$ cat src/rtl/uart_tx_arbiter_pkg.sv
// Shared types and constants for the UART TX arbiter slice.
package uart_tx_arbiter_pkg;

  // Widest word the uart transmitter accepts.
  localparam int UART_CONFIG_MAX_DATA = 8;

  // Idle cycles a held grant survives before it is revoked.
  localparam int UART_TX_ARB_TIMEOUT_DEFAULT = 1024;

  // Width of the idle (timeout) counter.
  localparam int TIMEOUT_CNT_W = 16;

  typedef enum logic {
    ARB_IDLE = 1'b0,
    ARB_OWN  = 1'b1
  } arb_state_t;

  // Index width for a requester vector; never narrower than one bit.
  function automatic int idx_width(input int n);
    return (n > 1) ? $clog2(n) : 1;
  endfunction

endpackage

$ cat src/rtl/uart_tx_arbiter_rr_priority_select.sv
// Round-robin search: first set request bit after last_idx, wrapping around.
module rr_priority_select
  import uart_tx_arbiter_pkg::*;
#(
  parameter int NUM_REQ = 4,
  parameter int IDX_W   = idx_width(NUM_REQ)
) (
  input  logic [NUM_REQ-1:0] req,
  input  logic [IDX_W-1:0]   last_idx,
  output logic [NUM_REQ-1:0] gnt,
  output logic [IDX_W-1:0]   gnt_idx,
  output logic               gnt_valid
);

  int               cand;
  logic [IDX_W-1:0] cand_idx;

  // Walk candidates last_idx+1 .. last_idx+NUM_REQ (mod NUM_REQ); first hit wins.
  always_comb begin
    gnt       = '0;
    gnt_idx   = '0;
    gnt_valid = 1'b0;
    cand      = 0;
    cand_idx  = '0;
    for (int k = 1; k <= NUM_REQ; k++) begin
      cand     = (int'(last_idx) + k) % NUM_REQ;
      cand_idx = IDX_W'(cand);
      if (!gnt_valid && req[cand_idx]) begin
        gnt_valid     = 1'b1;
        gnt[cand_idx] = 1'b1;
        gnt_idx       = cand_idx;
      end
    end
  end

endmodule

$ cat src/rtl/uart_tx_arbiter.sv
// Shares one uart TX FIFO between NUM_REQ packet sources.
// A requester owns the FIFO from arbitration until its last word or until it
// stays idle for TIMEOUT usable cycles; FIFO back-pressure never counts as idle.
//
// state    | meaning
// ARB_IDLE | no owner; arbitrate round-robin when any request is valid
// ARB_OWN  | grant held; words of the owner pass straight to the FIFO
module uart_tx_arbiter
  import uart_tx_arbiter_pkg::*;
#(
  parameter int NUM_REQ    = 4,
  parameter int DATA_WIDTH = UART_CONFIG_MAX_DATA,
  parameter int TIMEOUT    = UART_TX_ARB_TIMEOUT_DEFAULT
) (
  input  logic                          clk,
  input  logic                          rst,
  input  logic                          ce,
  input  logic [NUM_REQ-1:0]            req_valid,
  input  logic [NUM_REQ*DATA_WIDTH-1:0] req_data,
  input  logic [NUM_REQ-1:0]            req_last,
  output logic [NUM_REQ-1:0]            req_ready,
  output logic [DATA_WIDTH-1:0]         tx_data,
  output logic                          tx_write,
  input  logic                          tx_full,
  output logic [NUM_REQ-1:0]            grant,
  output logic                          busy,
  output logic                          timeout_err
);

  localparam int                       IDX_W          = idx_width(NUM_REQ);
  localparam logic [TIMEOUT_CNT_W-1:0] TIMEOUT_LAST   = TIMEOUT_CNT_W'(TIMEOUT - 1);
  localparam logic [IDX_W-1:0]         LAST_OWNER_RST = IDX_W'(NUM_REQ - 1);

  arb_state_t               state_q, state_d;
  logic [NUM_REQ-1:0]       grant_q, grant_d;
  logic [IDX_W-1:0]         owner_q, owner_d;
  logic [IDX_W-1:0]         last_owner_q, last_owner_d;
  logic [TIMEOUT_CNT_W-1:0] idle_cnt_q, idle_cnt_d;
  logic                     timeout_err_q, timeout_err_d;

  logic [NUM_REQ-1:0]       sel_gnt;
  logic [IDX_W-1:0]         sel_idx;
  logic                     sel_valid;

  logic                     accept_ok;
  logic                     xfer;
  logic                     idle_tick;
  logic                     timeout_hit;

  rr_priority_select #(
    .NUM_REQ (NUM_REQ),
    .IDX_W   (IDX_W)
  ) u_rr_sel (
    .req       (req_valid),
    .last_idx  (last_owner_q),
    .gnt       (sel_gnt),
    .gnt_idx   (sel_idx),
    .gnt_valid (sel_valid)
  );

  // The owner may move a word only when the FIFO has room and ce is high.
  assign accept_ok = (state_q == ARB_OWN) && ce && !tx_full;
  assign req_ready = accept_ok ? grant_q : '0;
  assign xfer      = |(req_valid & req_ready);
  assign tx_write  = xfer;
  assign tx_data   = req_data[owner_q*DATA_WIDTH +: DATA_WIDTH];

  // Idle means the FIFO could take a word but the owner offers none, so an
  // idle cycle and a transfer can never coincide.
  assign idle_tick   = accept_ok && !req_valid[owner_q];
  assign timeout_hit = idle_tick && (idle_cnt_q == TIMEOUT_LAST);

  assign grant       = grant_q;
  assign busy        = (state_q == ARB_OWN);
  assign timeout_err = timeout_err_q;

  // Next-state logic: arbitration in IDLE, packet end / timeout release in OWN.
  always_comb begin
    state_d       = state_q;
    grant_d       = grant_q;
    owner_d       = owner_q;
    last_owner_d  = last_owner_q;
    idle_cnt_d    = idle_cnt_q;
    timeout_err_d = 1'b0;
    case (state_q)
      ARB_IDLE: begin
        if (ce && sel_valid) begin
          state_d    = ARB_OWN;
          grant_d    = sel_gnt;
          owner_d    = sel_idx;
          idle_cnt_d = '0;
        end
      end
      ARB_OWN: begin
        if (xfer) begin
          idle_cnt_d = '0;
          if (req_last[owner_q]) begin
            state_d      = ARB_IDLE;
            grant_d      = '0;
            last_owner_d = owner_q;
          end
        end else if (timeout_hit) begin
          state_d       = ARB_IDLE;
          grant_d       = '0;
          last_owner_d  = owner_q;
          idle_cnt_d    = '0;
          timeout_err_d = 1'b1;
        end else if (idle_tick) begin
          idle_cnt_d = idle_cnt_q + 1'b1;
        end
      end
      default: begin
        state_d = ARB_IDLE;
        grant_d = '0;
      end
    endcase
  end

  // State register; reset wins over everything, including ce.
  always_ff @(posedge clk) begin
    if (rst) begin
      state_q       <= ARB_IDLE;
      grant_q       <= '0;
      owner_q       <= '0;
      last_owner_q  <= LAST_OWNER_RST;
      idle_cnt_q    <= '0;
      timeout_err_q <= 1'b0;
    end else begin
      state_q       <= state_d;
      grant_q       <= grant_d;
      owner_q       <= owner_d;
      last_owner_q  <= last_owner_d;
      idle_cnt_q    <= idle_cnt_d;
      timeout_err_q <= timeout_err_d;
    end
  end

endmodule
$ cat config.mk
export PLATFORM = sky130hd
export DESIGN_NAME = uart_tx_arbiter
export DESIGN_NICKNAME = d
export VERILOG_FILES = /design/src/rtl/uart_tx_arbiter_pkg.sv /design/src/rtl/uart_tx_arbiter_rr_priority_select.sv /design/src/rtl/uart_tx_arbiter.sv
export SDC_FILE = /design/constraint.sdc
export NUM_CORES = 1
export LEC_CHECK = 0
export BUFFER_PORTS_ARGS = -buffer_cell sky130_fd_sc_hd__buf_4
export CAP_MARGIN = 30
export CORE_MARGIN = 1.5
export CORE_UTILIZATION = 35
export CTS_CLUSTER_SIZE = 20
export DETAILED_ROUTE_END_ITERATION = 7
export SYNTH_ARGS = -nofsm -noshare
export SYNTH_HDL_FRONTEND = slang
export SYNTH_HIERARCHICAL = 1
export SYNTH_SLANG_ARGS = --single-unit
export TNS_END_PERCENT = 50
$ cat constraint.sdc
create_clock -name clk -period 3.49 [get_ports clk]
set_input_delay 0.349 -clock clk [delete_from_list [all_inputs] [get_ports clk]]
set_output_delay 0.349 -clock clk [all_outputs]
set_load 0.03 [all_outputs]
==> flow_summary.toml, run 1 <==
[clock_network]
cts_tree = "done"
cts_buffer_depth = 2
clkTransAtPathRegs_ns = 0.09
cts_made_buffers = 3
htreeDepth = 1
postCtsSetupRepairBufs = 0
hold_buffers = 0
cts_resized = 0
root_buffer = "clkbuf_8"
numClockSinks = 26
worstSkewPairLatency_ns = 0.27

[worst_setup_path]
worst_ep_arrival_time_ns = 2.64
path_class = "flip-flop to flip-flop"
crit_chain = "buf_4 > inv_1 > ha_1 > inv_1 > a31oi_1 > o31ai_1 > a2111o_1 > nand2_1 > o21ai_0"
crit_start = "last_owner_q[1]"
r2r_cells = 9
critPathCaptureType = "flip-flop"
slowest_stage = "ha_1"
crit_top_cell = "inv_1"
crit_fanout = 11
critPathCapture = "grant[1]"
cp.required_ns = 3.63
cp-start-kind = "flip-flop"
cp_slowest_stage_delay_ns = 0.53
regToRegEndpoint = "grant[1]"
timing.rr.start = "last_owner_q[1]"
rrSetupSlack_ns = 0.99

[sta]
setup-tns-final_ns = 0
finalMaxSlewViolations = 0
worstMarginPinSlew_ns = 0.599
finalHoldViolCount = 0
final.min_clock_period_ns = 2.50
fmax_mhz = 400
hold-worst-slack_ns = 0.439
rsz0062_at_grt = "false"
maxSlewHeadroom = 0.591
setup_viol = 0
clock_skew_ns = 0.00230
post-route-period-util = 0.715

[floorplanning]
die-area_mm2 = 0.00677
core_area_mm2 = 0.00599
ios = 63
initial_core_util = 0.367
die_w_um = 82.3
rows = 28
die_h_um = 82.3

[detailed_routing]
wire_per_inst_um = 14.8
drt_iter0_drc = 81
ant_nets = 0
routed_wirelength_um = 5770
drtPass1Iterations = 4
drc = 0
vias = 2188
via_per_inst = 5.62

[layout]
final_common_cell = "buf_4"
mostFrequentLayoutCells = "68 x buf_4, 26 x dfxtp_1, 21 x nand2_1"
final_nets = 368
regArea_um2 = 520
multi_input_area_mm2 = 0.00153
fill_cells = 620
drive_gt1_frac = 0.274
diodes = 0
area_delta_synth_final_pct = 25.7

[placement]
dp_hpwl_um = 4390
place.port_buffers = 62
gp_congestion = 0.795

[logic_synthesis]
synth-edff-count = 0
synth_seq_area_share = 0.237
synth_cells = 260
synth.distinct_cells = 51
syn_area_mm2 = 0.00220
async_flop_share = 0
synth_ff_type = "dfxtp_1"
synth_area_per_cell_um2 = 8.46
ys_ff_latch = 26
syn_nets = 313
synth_warnings = 6

[status]
status = "finished, final reports clean"

[global_routing]
overflow = 0
grt_first_pass_wirelength_um = 9250
grt_usage = 0.173
grt_max_degree = 29
grt_antenna_before_repair = 0
grt_pass1_vias = 1961

[pwr]
p_per_area_mw_per_mm2 = 251
p_int_w = 0.000492
power_switching_w = 0.000201
p_clk_frac = 0.279
p_seq_frac = 0.447
leakagePower_nw = 1.09
p_sw_frac = 0.290
p_comb_frac = 0.273
peakVddDrop_mv = 0.266

[worst_hold_path]
hp-class = "input port to flip-flop"

[run]
cap_viol_max_count = 0
## cells in the mapped netlist (all sizes together), types with 2 or more instances
| library cell | number | area, um2 |
|---|---|---|
| a2111oi | 7 | 61.3 |
| a21o | 3 | 22.5 |
| o21ai | 10 | 50.1 |
| ha | 9 | 113 |
| dfxtp | 26 | 521 |
| inv | 14 | 52.6 |
| nor2 | 14 | 52.6 |
| a211oi | 10 | 80.1 |
| or3 | 7 | 43.8 |
| a31oi | 6 | 37.5 |
| nor3b | 2 | 15.0 |
| buf | 7 | 52.5 |
| and2 | 6 | 37.5 |
| nand2 | 21 | 78.8 |
| mux2i | 7 | 70.1 |
| nand4 | 10 | 62.6 |
| and3 | 3 | 18.8 |
| a21oi | 13 | 65.1 |
| nand3b | 2 | 15.0 |
| xnor2 | 8 | 70.1 |
| o31ai | 4 | 30.0 |
| clkbuf | 11 | 41.3 |
| nor4 | 3 | 18.8 |
| nand3 | 6 | 30.0 |
| a22oi | 2 | 15.0 |
| mux4 | 11 | 248 |
| a2111o | 4 | 45.0 |
| nand2b | 6 | 37.5 |
| nor3 | 9 | 45.0 |
## worst min-delay path by stage
stage                        from            end  depth (start not counted)
detailed placement  idle_cnt_q[1]  idle_cnt_q[1]                          2
global placement    idle_cnt_q[1]  idle_cnt_q[1]                          2
floorplan           idle_cnt_q[1]  idle_cnt_q[1]                          2
CTS                           rst     owner_q[0]                          2
finish                        rst     owner_q[0]                          2
global route                  rst     owner_q[0]                          2
## registers in the layout (all words and copies together) (netlist names)
name and count:
grant 4, busy 1, timeout_err 1, last_owner_q 2, owner_q 2, idle_cnt_q 16
## power groups by stage
stage / clock (W) / combinational [W] / sequential [W]
after floorplan: 0 / 0.000112 / 0.000318
after global placement: 0 / 0.000189 / 0.000317
after detailed placement: 0 / 0.000190 / 0.000317
after CTS: 0.000204 / 0.000191 / 0.000310
after global routing: 0.000214 / 0.000206 / 0.000312
final: 0.000194 / 0.000190 / 0.000310
## cell type report
type                            instances  area share
Inverter                               14      0.0190
Sequential cell                        26       0.188
Timing Repair Buffer                   68       0.185
Clock buffer                            4      0.0199
Tap cell                               75      0.0339
Multi-Input combinational cell        202       0.554
## critical path, delay by kind of cell, from the launching register on
kind / cells / cell delay, ns
buffers and inverters: 3 / 0.53
AO/OA/AOI/OAI: 4 / 0.92
adder cells (fa/ha/maj): 1 / 0.53
flip-flops: 1 / 0.31
AND/OR/NAND/NOR: 1 / 0.06
## per-layer routing
metal,up-vias,GRT usage,share of wire,routed length [um]
met4,0,0.0186,0.0028,16
met3,2,0.0319,0.040,233
met1,1036,0.231,0.46,2660
li1,1104,-,-,-
met5,-,0,0,0
met2,46,0.298,0.50,2860
## stage by stage
stage               power, W  worst slack (ns)  area [um2]  instances   util
floorplan           0.000431             0.984        2200        260      -
global placement    0.000506             0.942        2710        385  0.452
detailed placement  0.000507             0.974        2710        385  0.452
CTS                 0.000706             0.974        2770        389  0.462
global route        0.000732             0.810        2770        389  0.462
finish              0.000694             0.993        2770        389  0.462
## cell families (layout without fill, tap and decap cells)
kind of cell	Yosys count	count (layout)	share of synthesized area
compound gates	70	70	0.230
fa+ha+maj	9	9	0.0512
xor+xnor	8	8	0.0319
flops	26	26	0.237
buf+inv	32	86	0.0665
simple gates	96	96	0.234
mux	19	19	0.150
No activity file was read; power rests on OpenSTA's default activity.
==> run 2, diff against run 1 <==
clock period = 2.6 ns   (was 3.49 ns; I/O delays follow)
==> run 2 against run 1 <==
Effect of this change:
- via count grew 0.41%
- sequential power grew 33%
- worst setup slack lost 0.72 ns
- cell count grew 0.26%
- worst hold slack lost 0.082 ns
- flip-flop and latch count is the same
- global-route usage shrank 0.35 points
- non-clock buffer count grew 1
- count of clock-buffer cells in the layout is the same
- largest power group unchanged
- sequential share of layout area shrank 0.051 points
- clock skew grew 0.00050 ns
- largest cell class unchanged
- highest routed layer unchanged
==> flow_summary.toml, run 2 (same netlist as run 1, synthesis figures left out) <==
[layout]
final_nets = 369
top_register = "idle_cnt_q"
area_delta_synth_final_pct = 26.1
largest_register_ffs = 16
final_common_cell = "buf_4"
diodes = 0
drive_gt1_frac = 0.276
mostFrequentLayoutCells = "69 x buf_4, 26 x dfxtp_1, 21 x nand2_1"

[global_routing]
grt_antenna_before_repair = 0
grt_pass1_vias = 1975
grt_usage = 0.169
grt_max_degree = 29
grt_first_pass_wirelength_um = 9140
overflow = 0

[placement]
gp_congestion = 0.814
place.port_buffers = 62
dp_hpwl_um = 4400

[worst_hold_path]
whs_path_depth = 2
hp-class = "input port to flip-flop"

[sta]
rsz0062_at_grt = "false"
setup_viol = 0
hold-worst-slack_ns = 0.357
post-route-period-util = 0.896
clock_skew_ns = 0.00280
setup-tns-final_ns = 0
finalMaxSlewViolations = 0
maxSlewHeadroom = 0.639
fmax_mhz = 429
final.min_clock_period_ns = 2.33
worstMarginPinSlew_ns = 0.528
finalHoldViolCount = 0

[clock_network]
root_buffer = "clkbuf_8"
worstSkewPairLatency_ns = 0.27
hold_buffers = 0
postCtsSetupRepairBufs = 0
cts_resized = 0
numClockSinks = 26
clkTransAtPathRegs_ns = 0.09
cts_made_buffers = 3
htreeDepth = 1
cts_tree = "done"
cts_buffer_depth = 2

[floorplanning]
die_h_um = 82.3
rows = 28
core_area_mm2 = 0.00599
initial_core_util = 0.367
ios = 63
die-area_mm2 = 0.00677
die_w_um = 82.3

[pwr]
p_int_w = 0.000662
p_clk_frac = 0.279
p_sw_frac = 0.291
leakagePower_nw = 1.10
p_seq_frac = 0.440
peakVddDrop_mv = 0.212
p_comb_frac = 0.281
p_per_area_mw_per_mm2 = 337
power_switching_w = 0.000271

[detailed_routing]
wire_per_inst_um = 15.0
drt_iter0_drc = 81
via_per_inst = 5.63
dr_wl_met2_um = 2930
drtPass1Iterations = 4
top_layer_used = "met4"
ant_nets = 0
route.met3.wl_um = 252
drc = 0
routed_wirelength_um = 5860
vias = 2197
met1_length_um = 2650

[worst_setup_path]
cp-start-kind = "flip-flop"
cp_slowest_stage_delay_ns = 0.52
worst_ep_arrival_time_ns = 2.47
crit_chain = "inv_1 > ha_1 > inv_1 > a31oi_1 > o31ai_1 > or3_1 > nand2_1 > o21ai_0"
path_class = "flip-flop to flip-flop"
crit_top_cell = "inv_1"
critPathCaptureType = "flip-flop"
crit_fanout = 11
slowest_stage = "ha_1"
cp.required_ns = 2.74
r2r_cells = 8

[run]
cap_viol_max_count = 0

[status]
status = "finished, final reports clean"
==> run 2: critical path, delay by kind of cell, from the launching register on <==
family / cells / cell delay [ns]
AOI/OAI and AO/OA: 3 / 0.55
DFF: 1 / 0.34
and+or+nand+nor: 2 / 0.46
buffers and inverters: 2 / 0.33
adders and majority gates: 1 / 0.52
==> run 2: path summary, 6_finish.rpt <==
path,slack (ns),startpoint,endpoint
worst max-delay path,0.27,last_owner_q[1],grant[2]
worst min-delay path,0.36,rst,owner_q[1]
worst max register to register,0.27,last_owner_q[1],grant[2]
worst min register to register,0.50,idle_cnt_q[15],idle_cnt_q[15]
==> run 2: layout make-up <==
type,count,area (um2)
fill,590,3220
multi-input combinational,202,1530
sequential,26,520
timing repair buffer,69,518
tap,75,93.8
clock buffer,4,55.1
inverter,14,52.6
==> run 2: stage by stage <==
stage | worst slack [ns] | util | area (um2) | std cells | power, W
after floorplan | 0.0944 | - | 2200 | 260 | 0.000578
after global placement | 0.310 | 0.454 | 2720 | 386 | 0.000680
after detailed placement | 0.307 | 0.454 | 2720 | 386 | 0.000683
after CTS | 0.297 | 0.463 | 2770 | 390 | 0.000939
after global routing | 0.107 | 0.463 | 2770 | 390 | 0.000982
final | 0.271 | 0.463 | 2770 | 390 | 0.000934
==> run 2: power by group through the flow <==
stage	clock [W]	combinational [W]	sequential (W)
floorplan	0	0.000151	0.000427
global placement	0	0.000260	0.000420
detailed placement	0	0.000262	0.000421
CTS	0.000265	0.000263	0.000411
global route	0.000283	0.000286	0.000413
finish	0.000261	0.000262	0.000411
==> run 2: layer usage <==
layer / up-vias / track usage
li1: 1105 / -
met1: 1030 / 0.229
met5: - / 0
met4: 0 / 0.0424
met2: 57 / 0.289
met3: 5 / 0.0143
